`src/rtl/myo_spi_pkg.sv`:
```
// Shared definitions for the motor-board SPI poller: controller states and the
// helper that sizes counters and address fields from their parameters.
package myo_spi_pkg;

    typedef enum logic [2:0] {
        IDLE,
        SELECT,
        LOAD,
        SHIFT,
        DESELECT,
        GAP
    } state_t;

    // Never returns zero, so a parameter of 1 still produces a usable field.
    function automatic int width_of(input int n);
        return (n <= 2) ? 1 : $clog2(n);
    endfunction

    localparam int DEFAULT_MOTOR_W = width_of(9);
    localparam int DEFAULT_IDX_W   = width_of(12);

endpackage

```
`src/rtl/myo_spi_shifter.sv`:
```
// Bit-level SPI mode-0 engine. It shifts one MSB-first word per start pulse and
// pulses done after the last falling edge of sck.
module myo_spi_shifter
    import myo_spi_pkg::*;
#(
    parameter int WORD_WIDTH = 16,
    parameter int CLK_DIV    = 8
) (
    input  logic                  clock,
    input  logic                  reset,
    input  logic                  start,
    input  logic [WORD_WIDTH-1:0] data_in,
    input  logic                  miso,
    output logic                  sck,
    output logic                  mosi,
    output logic                  done,
    output logic [WORD_WIDTH-1:0] data_out
);

    localparam int DIV_W = width_of(CLK_DIV);
    localparam int BIT_W = width_of(WORD_WIDTH);

    logic                  active;
    logic [DIV_W-1:0]      div_cnt;
    logic [BIT_W-1:0]      bit_cnt;
    logic [WORD_WIDTH-1:0] tx_shift;
    logic [WORD_WIDTH-1:0] rx_shift;

    // mosi only moves on load or on a falling sck edge, so it is stable across every rising edge
    assign mosi = tx_shift[WORD_WIDTH-1];

    always_ff @(posedge clock or posedge reset) begin
        if (reset) begin
            active   <= 1'b0;
            sck      <= 1'b0;
            done     <= 1'b0;
            div_cnt  <= '0;
            bit_cnt  <= '0;
            tx_shift <= '0;
            rx_shift <= '0;
            data_out <= '0;
        end else begin
            done <= 1'b0;
            if (start) begin
                active   <= 1'b1;
                sck      <= 1'b0;
                div_cnt  <= '0;
                bit_cnt  <= '0;
                tx_shift <= data_in;
            end else if (active) begin
                if (div_cnt == DIV_W'(CLK_DIV - 1)) begin
                    div_cnt <= '0;
                    if (!sck) begin
                        sck      <= 1'b1;
                        rx_shift <= {rx_shift[WORD_WIDTH-2:0], miso};
                    end else begin
                        sck <= 1'b0;
                        if (bit_cnt == BIT_W'(WORD_WIDTH - 1)) begin
                            active   <= 1'b0;
                            done     <= 1'b1;
                            data_out <= rx_shift;
                        end else begin
                            bit_cnt  <= bit_cnt + 1'b1;
                            tx_shift <= {tx_shift[WORD_WIDTH-2:0], 1'b0};
                        end
                    end
                end else begin
                    div_cnt <= div_cnt + 1'b1;
                end
            end
        end
    end

endmodule

```
`src/rtl/myo_spi_poller.sv`:
```
// Round-robin SPI poller for the motor boards. Each enabled board gets one frame
// of WORDS_PER_FRAME full-duplex words, and frames are separated by an idle gap.
module myo_spi_poller
    import myo_spi_pkg::*;
#(
    parameter int NUMBER_OF_MOTORS = 9,
    parameter int WORD_WIDTH       = 16,
    parameter int WORDS_PER_FRAME  = 12,
    parameter int CLK_DIV          = 8,
    parameter int GAP_CYCLES       = 16
) (
    input  logic                                   clock,
    input  logic                                   reset,
    input  logic                                   enable,
    input  logic [NUMBER_OF_MOTORS-1:0]            motor_mask,
    input  logic                                   power_sense_n,
    output logic                                   tx_req,
    output logic [width_of(NUMBER_OF_MOTORS)-1:0]  tx_motor,
    output logic [width_of(WORDS_PER_FRAME)-1:0]   tx_idx,
    input  logic [WORD_WIDTH-1:0]                  tx_word,
    output logic                                   rx_valid,
    output logic [WORD_WIDTH-1:0]                  rx_word,
    output logic [width_of(NUMBER_OF_MOTORS)-1:0]  rx_motor,
    output logic [width_of(WORDS_PER_FRAME)-1:0]   rx_idx,
    output logic                                   frame_done,
    output logic                                   busy,
    output logic                                   power_fault,
    output logic                                   sck,
    output logic                                   mosi,
    input  logic                                   miso,
    output logic [NUMBER_OF_MOTORS-1:0]            ss_n
);

    localparam int MOTOR_W = width_of(NUMBER_OF_MOTORS);
    localparam int IDX_W   = width_of(WORDS_PER_FRAME);
    localparam int HOLD_W  = width_of(CLK_DIV);
    localparam int GAP_W   = width_of(GAP_CYCLES);

    state_t             state, next_state;
    logic [MOTOR_W-1:0] motor, pick;
    logic               ptr_valid, found;
    logic [IDX_W-1:0]   word_idx;
    logic [HOLD_W-1:0]  hold_cnt;
    logic [GAP_W-1:0]   gap_cnt;
    logic               load_phase, start, shift_done;
    logic               can_start, hold_end, gap_end, last_word;
    int                 cand;

    assign can_start = enable && !power_sense_n && (|motor_mask);
    assign hold_end  = (hold_cnt == HOLD_W'(CLK_DIV - 1));
    assign gap_end   = (gap_cnt == GAP_W'(GAP_CYCLES - 1));
    assign last_word = (word_idx == IDX_W'(WORDS_PER_FRAME - 1));

    // Before the first selection ptr_valid is low and the search begins at bit 0.
    always_comb begin
        pick  = '0;
        found = 1'b0;
        cand  = 0;
        for (int i = 0; i < NUMBER_OF_MOTORS; i++) begin
            cand = ptr_valid ? int'(motor) + 1 + i : i;
            if (cand >= NUMBER_OF_MOTORS) cand = cand - NUMBER_OF_MOTORS;
            if (!found && motor_mask[MOTOR_W'(cand)]) begin
                pick  = MOTOR_W'(cand);
                found = 1'b1;
            end
        end
    end

    always_ff @(posedge clock or posedge reset) begin
        if (reset) state <= IDLE;
        else       state <= next_state;
    end

    always_comb begin
        next_state = state;
        case (state)
            IDLE:     if (can_start) next_state = SELECT;
            SELECT:   if (hold_end) next_state = LOAD;
            LOAD:     if (load_phase) next_state = SHIFT;
            SHIFT:    if (shift_done) next_state = last_word ? DESELECT : LOAD;
            DESELECT: if (hold_end) next_state = GAP;
            GAP:      if (gap_end) next_state = IDLE;
            default:  next_state = IDLE;
        endcase
    end

    always_ff @(posedge clock or posedge reset) begin
        if (reset) begin
            motor       <= '0;
            ptr_valid   <= 1'b0;
            word_idx    <= '0;
            hold_cnt    <= '0;
            gap_cnt     <= '0;
            load_phase  <= 1'b0;
            power_fault <= 1'b0;
        end else begin
            power_fault <= power_sense_n;
            hold_cnt    <= ((state == SELECT || state == DESELECT) && !hold_end) ? hold_cnt + 1'b1 : '0;
            gap_cnt     <= (state == GAP && !gap_end) ? gap_cnt + 1'b1 : '0;
            load_phase  <= (state == LOAD) && !load_phase;
            if (state == IDLE && can_start) begin
                motor     <= pick;
                ptr_valid <= 1'b1;
                word_idx  <= '0;
            end else if (state == SHIFT && shift_done && !last_word) begin
                word_idx <= word_idx + 1'b1;
            end
        end
    end

    // tx_word is captured on the second LOAD cycle, one clock after the tx_req pulse.
    always_comb begin
        tx_req     = (state == LOAD) && !load_phase;
        start      = (state == LOAD) && load_phase;
        busy       = (state != IDLE);
        frame_done = (state == GAP) && (gap_cnt == '0);
        rx_valid   = shift_done;
        tx_motor   = motor;
        tx_idx     = word_idx;
        rx_motor   = motor;
        rx_idx     = word_idx;
        ss_n       = '1;
        if (state == SELECT || state == LOAD || state == SHIFT || state == DESELECT)
            ss_n[motor] = 1'b0;
    end

    myo_spi_shifter #(
        .WORD_WIDTH (WORD_WIDTH),
        .CLK_DIV    (CLK_DIV)
    ) shifter (
        .clock    (clock),
        .reset    (reset),
        .start    (start),
        .data_in  (tx_word),
        .miso     (miso),
        .sck      (sck),
        .mosi     (mosi),
        .done     (shift_done),
        .data_out (rx_word)
    );

endmodule

```
`config.mk`:
```
export PLATFORM = sky130hd
export DESIGN_NAME = myo_spi_poller
export DESIGN_NICKNAME = d
export VERILOG_FILES = /design/src/rtl/myo_spi_pkg.sv /design/src/rtl/myo_spi_shifter.sv /design/src/rtl/myo_spi_poller.sv
export SDC_FILE = /design/constraint.sdc
export NUM_CORES = 1
export LEC_CHECK = 0
export CORE_ASPECT_RATIO = 1.1
export CORE_UTILIZATION = 60
export CTS_CLUSTER_SIZE = 10
export DETAILED_ROUTE_END_ITERATION = 12
export GPL_TIMING_DRIVEN = 1
export PLACE_DENSITY = 0.83
export SYNTH_ARGS = -nofsm -noshare
export SYNTH_HDL_FRONTEND = slang
export SYNTH_HIERARCHICAL = 1
export SYNTH_SLANG_ARGS = --single-unit
```
`constraint.sdc`:
```
create_clock -name clock -period 11.9 [get_ports clock]
set_input_delay 2.38 -clock clock [delete_from_list [all_inputs] [get_ports clock]]
set_output_delay 2.38 -clock clock [all_outputs]
set_load 0.02 [all_outputs]
```
# Yosys cells after proc, flatten, opt, wreduce, memory -nomap -nowiden
# Cells that the tools add are included.
# W data, S select, Z words.
[word_totals]
out_inout_bits = 48
ff_bits = 79
input_bits = 30
wordCells = 232
[classes]
magnitude_cmp = 20
addsub = 23
n_eq_ne = 17
n_reduce_logical = 49
bitwise_logic = 3
mux = 104
[op_table]
columns = ["operator", "n"]
rows = [
  ["$ge A32 B5 Y1 const B", 7],
  ["$mux W32", 7],
  ["$add A32 B4 Y32 const B", 4],
  ["$mux W4", 26],
  ["$mux W16", 5],
  ["$add A32 B3 Y32 const B", 2],
  ["$lt A4 B6 Y1 const B", 9],
  ["$mux W1", 41],
  ["$bmux W1 S4", 9],
  ["$sub A4 B4 Y4 const B", 9],
  ["$mux W3", 11],
  ["$add A32 B2 Y32 const B", 1],
  ["$logic_and A1 B1 Y1", 19],
  ["$pmux W3 S6", 1],
  ["$logic_not A1 Y1", 13],
  ["$add A4 B1 Y4 const B", 3],
  ["$eq A3 B3 Y1 const B", 4],
  ["$eq A4 B4 Y1 const B", 3],
  ["$ne A2 B2 Y1 const B", 5],
  ["$mux W9", 1],
  ["$not A9 Y9", 1],
  ["$reduce_or A9 Y1", 1],
  ["$reduce_and A4 Y1", 2],
  ["$reduce_bool A2 Y1", 4],
  ["21 further kinds", 28],
]

# Logic depth before layout (Yosys ltp)
[logic_depth]
ltp_word = 32
depth_mapped = 23
ltp_nobuf = 18

# Cells and area by module
# The synthesis kept the hierarchy.
[by_module_without_submodules]
columns = ["module", "seq_area_each_um2", "area_per_inst_um2", "cells_per_inst", "instances"]
rows = [
  ["myo_spi_poller", 525.5, 5323.9, 751, 1],
  ["myo_spi_shifter", 1451.4, 2524.9, 190, 1],
]

# Worst setup path before layout
# Ideal clock, no wire load.
[synth_timing]
path_type = "register to register"
from = "reg motor[0], in the netlist rx_motor[0]"
to = "reg motor[0], in the netlist rx_motor[0]"
t_arrival_ns = 5.233
setup_ns = 0.096
path_stages_with_launch = 23
period_less_slack_ns = 5.329
required_time_ns = 11.804
setup_slack_ns = 6.571
path_buffers = 5
cell_sequence = "dfrtp_1 buf_2 buf_2 inv_1 clkbuf_1 buf_1 ha_1 and2_1 clkbuf_1 inv_1 ha_1 nand2b_1 o21ai_0 nand3_1 xnor2_1 mux2_2 a221oi_1 o211a_1 nor4b_1 and2_1 nand3_1 o211a_1 o32ai_2"
[synth_via]
elab_chain_cells = 32
word_cells_on_any_way = 105
cone_classes = "add/sub: 18; order compare: 9; mux: 62; reduce/logical: 16"
[synth_lines]
columns = ["element", "line", "rtl"]
rows = [
  ["start, declared", "myo_spi_poller.sv:40", "logic [MOTOR_W-1:0] motor, pick;"],
  ["start signal, assigned", "myo_spi_poller.sv:102", "motor <= pick;"],
  ["$add A4 B1 Y5 (*)", "myo_spi_poller.sv:60", "cand = ptr_valid ? int'(motor) + 1 + i : i;"],
  ["branches (longest 30 deep; another with $add A32 B2 Y32)", "-", ""],
  ["$mux W4 (*)", "myo_spi_poller.sv:62", "if (!found && motor_mask[MOTOR_W'(cand)]) begin"],
]
# Every way passes the cells marked *. The select of a mux whose other input is x is not followed.
# A chain may end at the register's enable or synchronous reset.

# Final worst setup path
[layout_timing]
from = "reg motor[0], in the netlist rx_motor[0]"
to = "reg motor[2], in the netlist rx_motor[2]"
# Same word-level chain as after synthesis.

==> tab_implementation.tex <==
\begin{tabular}{lr}
\hline
Metric & Value \\
\hline
\multicolumn{2}{l}{\textbf{Timing}} \\
\quad Number of endpoints with negative hold slack in the final report & 0 \\
\quad Worst setup margin & roughly 5.3 ns \\
\quad Relative slew margins & 28.7\% \\
\quad Highest achievable clock rate & 0.151 GHz \\
\quad Transition time of the tightest slew-check pin & 1.07 ns \\
\quad Max Slew Vio Count & 0 \\
\quad Layout Skew & 0.00991 ns \\
\quad Worst hold margin & 0.446 ns \\
\quad Final critical delay including setup and external delays & roughly 6.6 ns \\
\quad Final number of setup-violating endpoints & 0 \\
\quad Final period util & 55.7\% \\
\quad Unrepaired setup endpoints after global routing & false \\
\quad Setup Total Neg Slack & 0 ns \\
\multicolumn{2}{l}{\textbf{Synth}} \\
\quad Fraction of registers with async set or reset after synthesis & 100\% \\
\quad Yosys warning count & 6 \\
\quad Post-synthesis net count & between 1000 and 1500 \\
\quad Post-synth EDFFs & 0 \\
\quad Synthesized flop and latch total & 79 \\
\quad Cell count after synthesis & 941 \\
\quad Syn Area/Cell & 8.34 um\^{}2 \\
\quad Share of synthesized area occupied by flip-flops and latches & 25.2\% \\
\quad Yosys cell types & 97 \\
\quad Synth Cell Area & 7850 um\^{}2 \\
\quad Primary FF master, synth & dfrtp\_1 \\
\multicolumn{2}{l}{\textbf{CTS}} \\
\quad Clock slew at reported path FFs & 0.07 ns \\
\quad TritonCTS sink count & 79 \\
\quad Cell at the root of the clock tree & clkbuf\_16 \\
\quad Num CTS Buffers & 9 \\
\quad Maximum level of the CTS H-tree & 3 \\
\quad CTS tree & built \\
\quad Hold-fix buffers, CTS & 0 \\
\quad Buffer levels on the longest clock path & 2 \\
\quad Post\_cts resized & 0 \\
\quad Clock insertion delay at the later pin of the skew report & 0.35 ns \\
\quad Number of buffers added for setup after CTS & 0 \\
\multicolumn{2}{l}{\textbf{Global routing}} \\
\quad Maximum number of pins on one net before global-route repair & 62 \\
\quad First-pass GRT wire length & 39200 um \\
\quad Antenna violations before repair & 0 \\
\quad Total routing resource utilization after global routing & 36.9\% \\
\quad Via count of the first global-routing pass & 7369 \\
\quad Total congestion overflow after global routing & 0 \\
\multicolumn{2}{l}{\textbf{Worst setup path}} \\
\quad Arr. time, crit path & 6.85 ns \\
\quad Beginning of the worst register-to-register path & rx\_motor[0]\$\_DFFE\_PP0P\_ \\
\quad Req. time, crit path & 12.12 ns \\
\quad Depth of the worst register-to-register path & 17 \\
\quad Worst R2R Setup Slack & about 5.3 ns \\
\quad Destination of the worst register-to-register timing path & rx\_motor[2]\$\_DFFE\_PP0P\_ \\
\quad Setup Crit Path Kind & reg2reg \\
\quad Worst setup SP type & register \\
\quad Critical Path Fanout Max & 51 \\
\quad CP endpoint kind & register \\
\multicolumn{2}{l}{\textbf{Place}} \\
\quad Input/output buffers & 77 \\
\quad Placed wire-length estimate after detailed placement & 17000 um \\
\quad Post-place setup slack & between 5 and 6 ns \\
\quad Final Wtd Congestion & around 1 \\
\multicolumn{2}{l}{\textbf{Die}} \\
\quad Die Outline Area & 13500 um\^{}2 \\
\quad Chip Width & 111 um \\
\quad Number of I/O pins & 78 \\
\quad Starting Density & 61.8\% \\
\quad Core region area & 12700 um\^{}2 \\
\quad Row Count & 43 \\
\quad Vertical extent of the die & 122 um \\
\multicolumn{2}{l}{\textbf{Worst hold path}} \\
\quad Hold/Removal Path Class & reg2reg \\
\quad Hold Path Origin & hold\_cnt[0]\$\_DFF\_PP0\_ \\
\quad Hold depth & 1 \\
\quad Hold-critical path endpoint & hold\_cnt[0]\$\_DFF\_PP0\_ \\
\multicolumn{2}{l}{\textbf{Route}} \\
\quad Detailed-routing iteration count for the pre-antenna-repair pass & 12 \\
\quad Total routed wirelength & 24900 um \\
\quad Post-DRT Antenna Nets & 0 \\
\quad Violation count after the first detailed-route iteration & 1065 \\
\quad Post-DR vias/cell & 7.03 \\
\quad Number of vias in the routed layout & 7907 \\
\quad DRC errors left & 2 \\
\quad WL/cell & 22.1 um \\
\multicolumn{2}{l}{\textbf{Cells and area}} \\
\quad Area growth, synth to finish & 11.9\% \\
\quad Ratio of cells with drive above 1 in the final layout & 10.1\% \\
\quad Count of nets after finishing & 1024 \\
\quad Number of diodes added for antenna fixing & 0 \\
\multicolumn{2}{l}{\textbf{Outcome}} \\
\quad Failing checks & design-rule violations \\
\quad Status & complete, but fails checks \\
\multicolumn{2}{l}{\textbf{Flow run}} \\
\quad Reported max-cap violation count & 0 \\
\hline
\end{tabular}
cells by family (layout without fill, tap and decap cells):
kind of cell,after synthesis,count (layout),share of synthesized area (%)
XOR/XNOR,35,35,4.27
multiplexers,67,67,9.72
flip-flops,79,79,25.2
buffers and inverters,105,132,6.55
adder cells (fa/ha/maj),31,31,4.94
AO/OA/AOI/OAI,250,250,23.4
AND/OR/NAND/NOR,374,374,25.9
Yosys cell counts (7+ instances only):
library cell	instances	area [um^2]
nand3b_1	10	75.1
nor3b_1	16	120
nor3_1	21	105
nand2b_1	21	131
a21oi_1	39	195
inv_1	28	105
buf_2	12	60.1
mux2_2	40	450
nor2b_1	27	169
buf_4	12	90.1
a21o_1	7	52.6
xnor2_1	26	228
clkbuf_1	36	135
o22ai_1	10	62.6
o31ai_1	7	52.6
a211oi_1	11	82.6
nand2_1	86	323
ha_1	31	388
a31oi_1	9	56.3
o211ai_1	8	60.1
and2_1	11	68.8
nand3_1	35	175
a221o_1	14	140
nor4_1	16	100
dfrtp_1	79	1980
nand4_1	11	68.8
mux2i_1	23	230
xor2_1	7	61.3
buf_6	8	90.1
nor2_1	60	225
o21ai_0	44	220
and3_1	12	75.1
a311oi_1	8	70.1
or3_1	12	75.1
flip-flops by register name, summed over array words and instances (netlist names), 3 cells and up:
name / flops
shifter/bit_cnt: 4
gap_cnt: 4
shifter/data_out: 16
rx_motor: 4
rx_idx: 4
shifter/div_cnt: 3
hold_cnt: 3
shifter/tx_shift: 16
state: 3
shifter/rx_shift: 16
critical path, cell delays in order, from the launching register on:
cell	delay [ns]
dfrtp_1	0.34
buf_4	0.46
ha_1	0.54
xor2_1	0.88
inv_1	0.59
ha_1	0.51
xnor2_1	0.28
xnor2_1	0.18
o211ai_1	0.44
and2_1	0.29
o21ai_1	0.12
a221oi_1	0.34
a21oi_1	0.09
a311oi_2	0.54
nand3b_1	0.24
nor2_1	0.07
nor4b_1	0.42
o21ai_0	0.13
layout make-up:
cell class	instances	area, um^2
clock inverters	7	72.6
multi-input cells	757	5360
repair buffers	85	831
well taps	157	196
clock buffers	9	225
flip-flops and latches	79	1980
fillers	1017	3920
inverters	31	116
through the flow:
step | util, % | instances | instance area (um^2)
after floorplan | - | 941 | 7850
after global placement | 66.8 | 1109 | 8480
after detailed placement | 66.8 | 1109 | 8480
after CTS | 69.2 | 1125 | 8780
after global routing | 69.2 | 1125 | 8780
final | 69.2 | 1125 | 8780
how the worst max path moves through the flow:
stage	from	to	slack [ns]	cells after the start
after floorplan	rx_motor[0]$_DFFE_PP0P_	rx_motor[0]$_DFFE_PP0P_	6.57	22
after global placement	rx_motor[0]$_DFFE_PP0P_	rx_motor[2]$_DFFE_PP0P_	5.57	17
after detailed placement	rx_motor[0]$_DFFE_PP0P_	rx_motor[2]$_DFFE_PP0P_	5.55	17
after CTS	rx_motor[0]$_DFFE_PP0P_	rx_motor[2]$_DFFE_PP0P_	5.53	17
after global routing	rx_motor[0]$_DFFE_PP0P_	rx_motor[3]$_DFFE_PP0P_	4.89	16
final	rx_motor[0]$_DFFE_PP0P_	rx_motor[2]$_DFFE_PP0P_	5.27	17
cells in the final DEF, fill, tap and decap left out, types with 10 or more instances in the layout:
cell	netlist	layout
nand2_1	86	86
nand3_1	35	35
nor4_1	16	16
a221o_1	14	14
nand3b_1	10	10
xnor2_1	26	26
nor3_1	21	21
mux2i_1	23	23
a211oi_1	11	11
clkdlybuf4s50_1	0	77
o21ai_0	44	44
nor2b_1	27	27
a21oi_1	39	39
nand2b_1	21	21
or3_1	12	12
nor2_1	60	60
nor3b_1	16	15
inv_1	28	27
mux2_2	40	40
and3_1	12	12
ha_1	31	31
dfrtp_1	79	79
and2_1	11	11
nand4_1	11	11
o22ai_1	10	10
metal layers:
metal	vias up	global-route usage (%)	share of wire, %
met2	513	58.1	45
met1	3679	46.1	38
met5	-	0	0
met3	135	8.11	11
met4	0	24.2	6.4
li1	3580	-	-
Power is left out: the tool's default activity adds up to more than one toggle a clock period on the data nets, which glitch-free logic cannot reach.
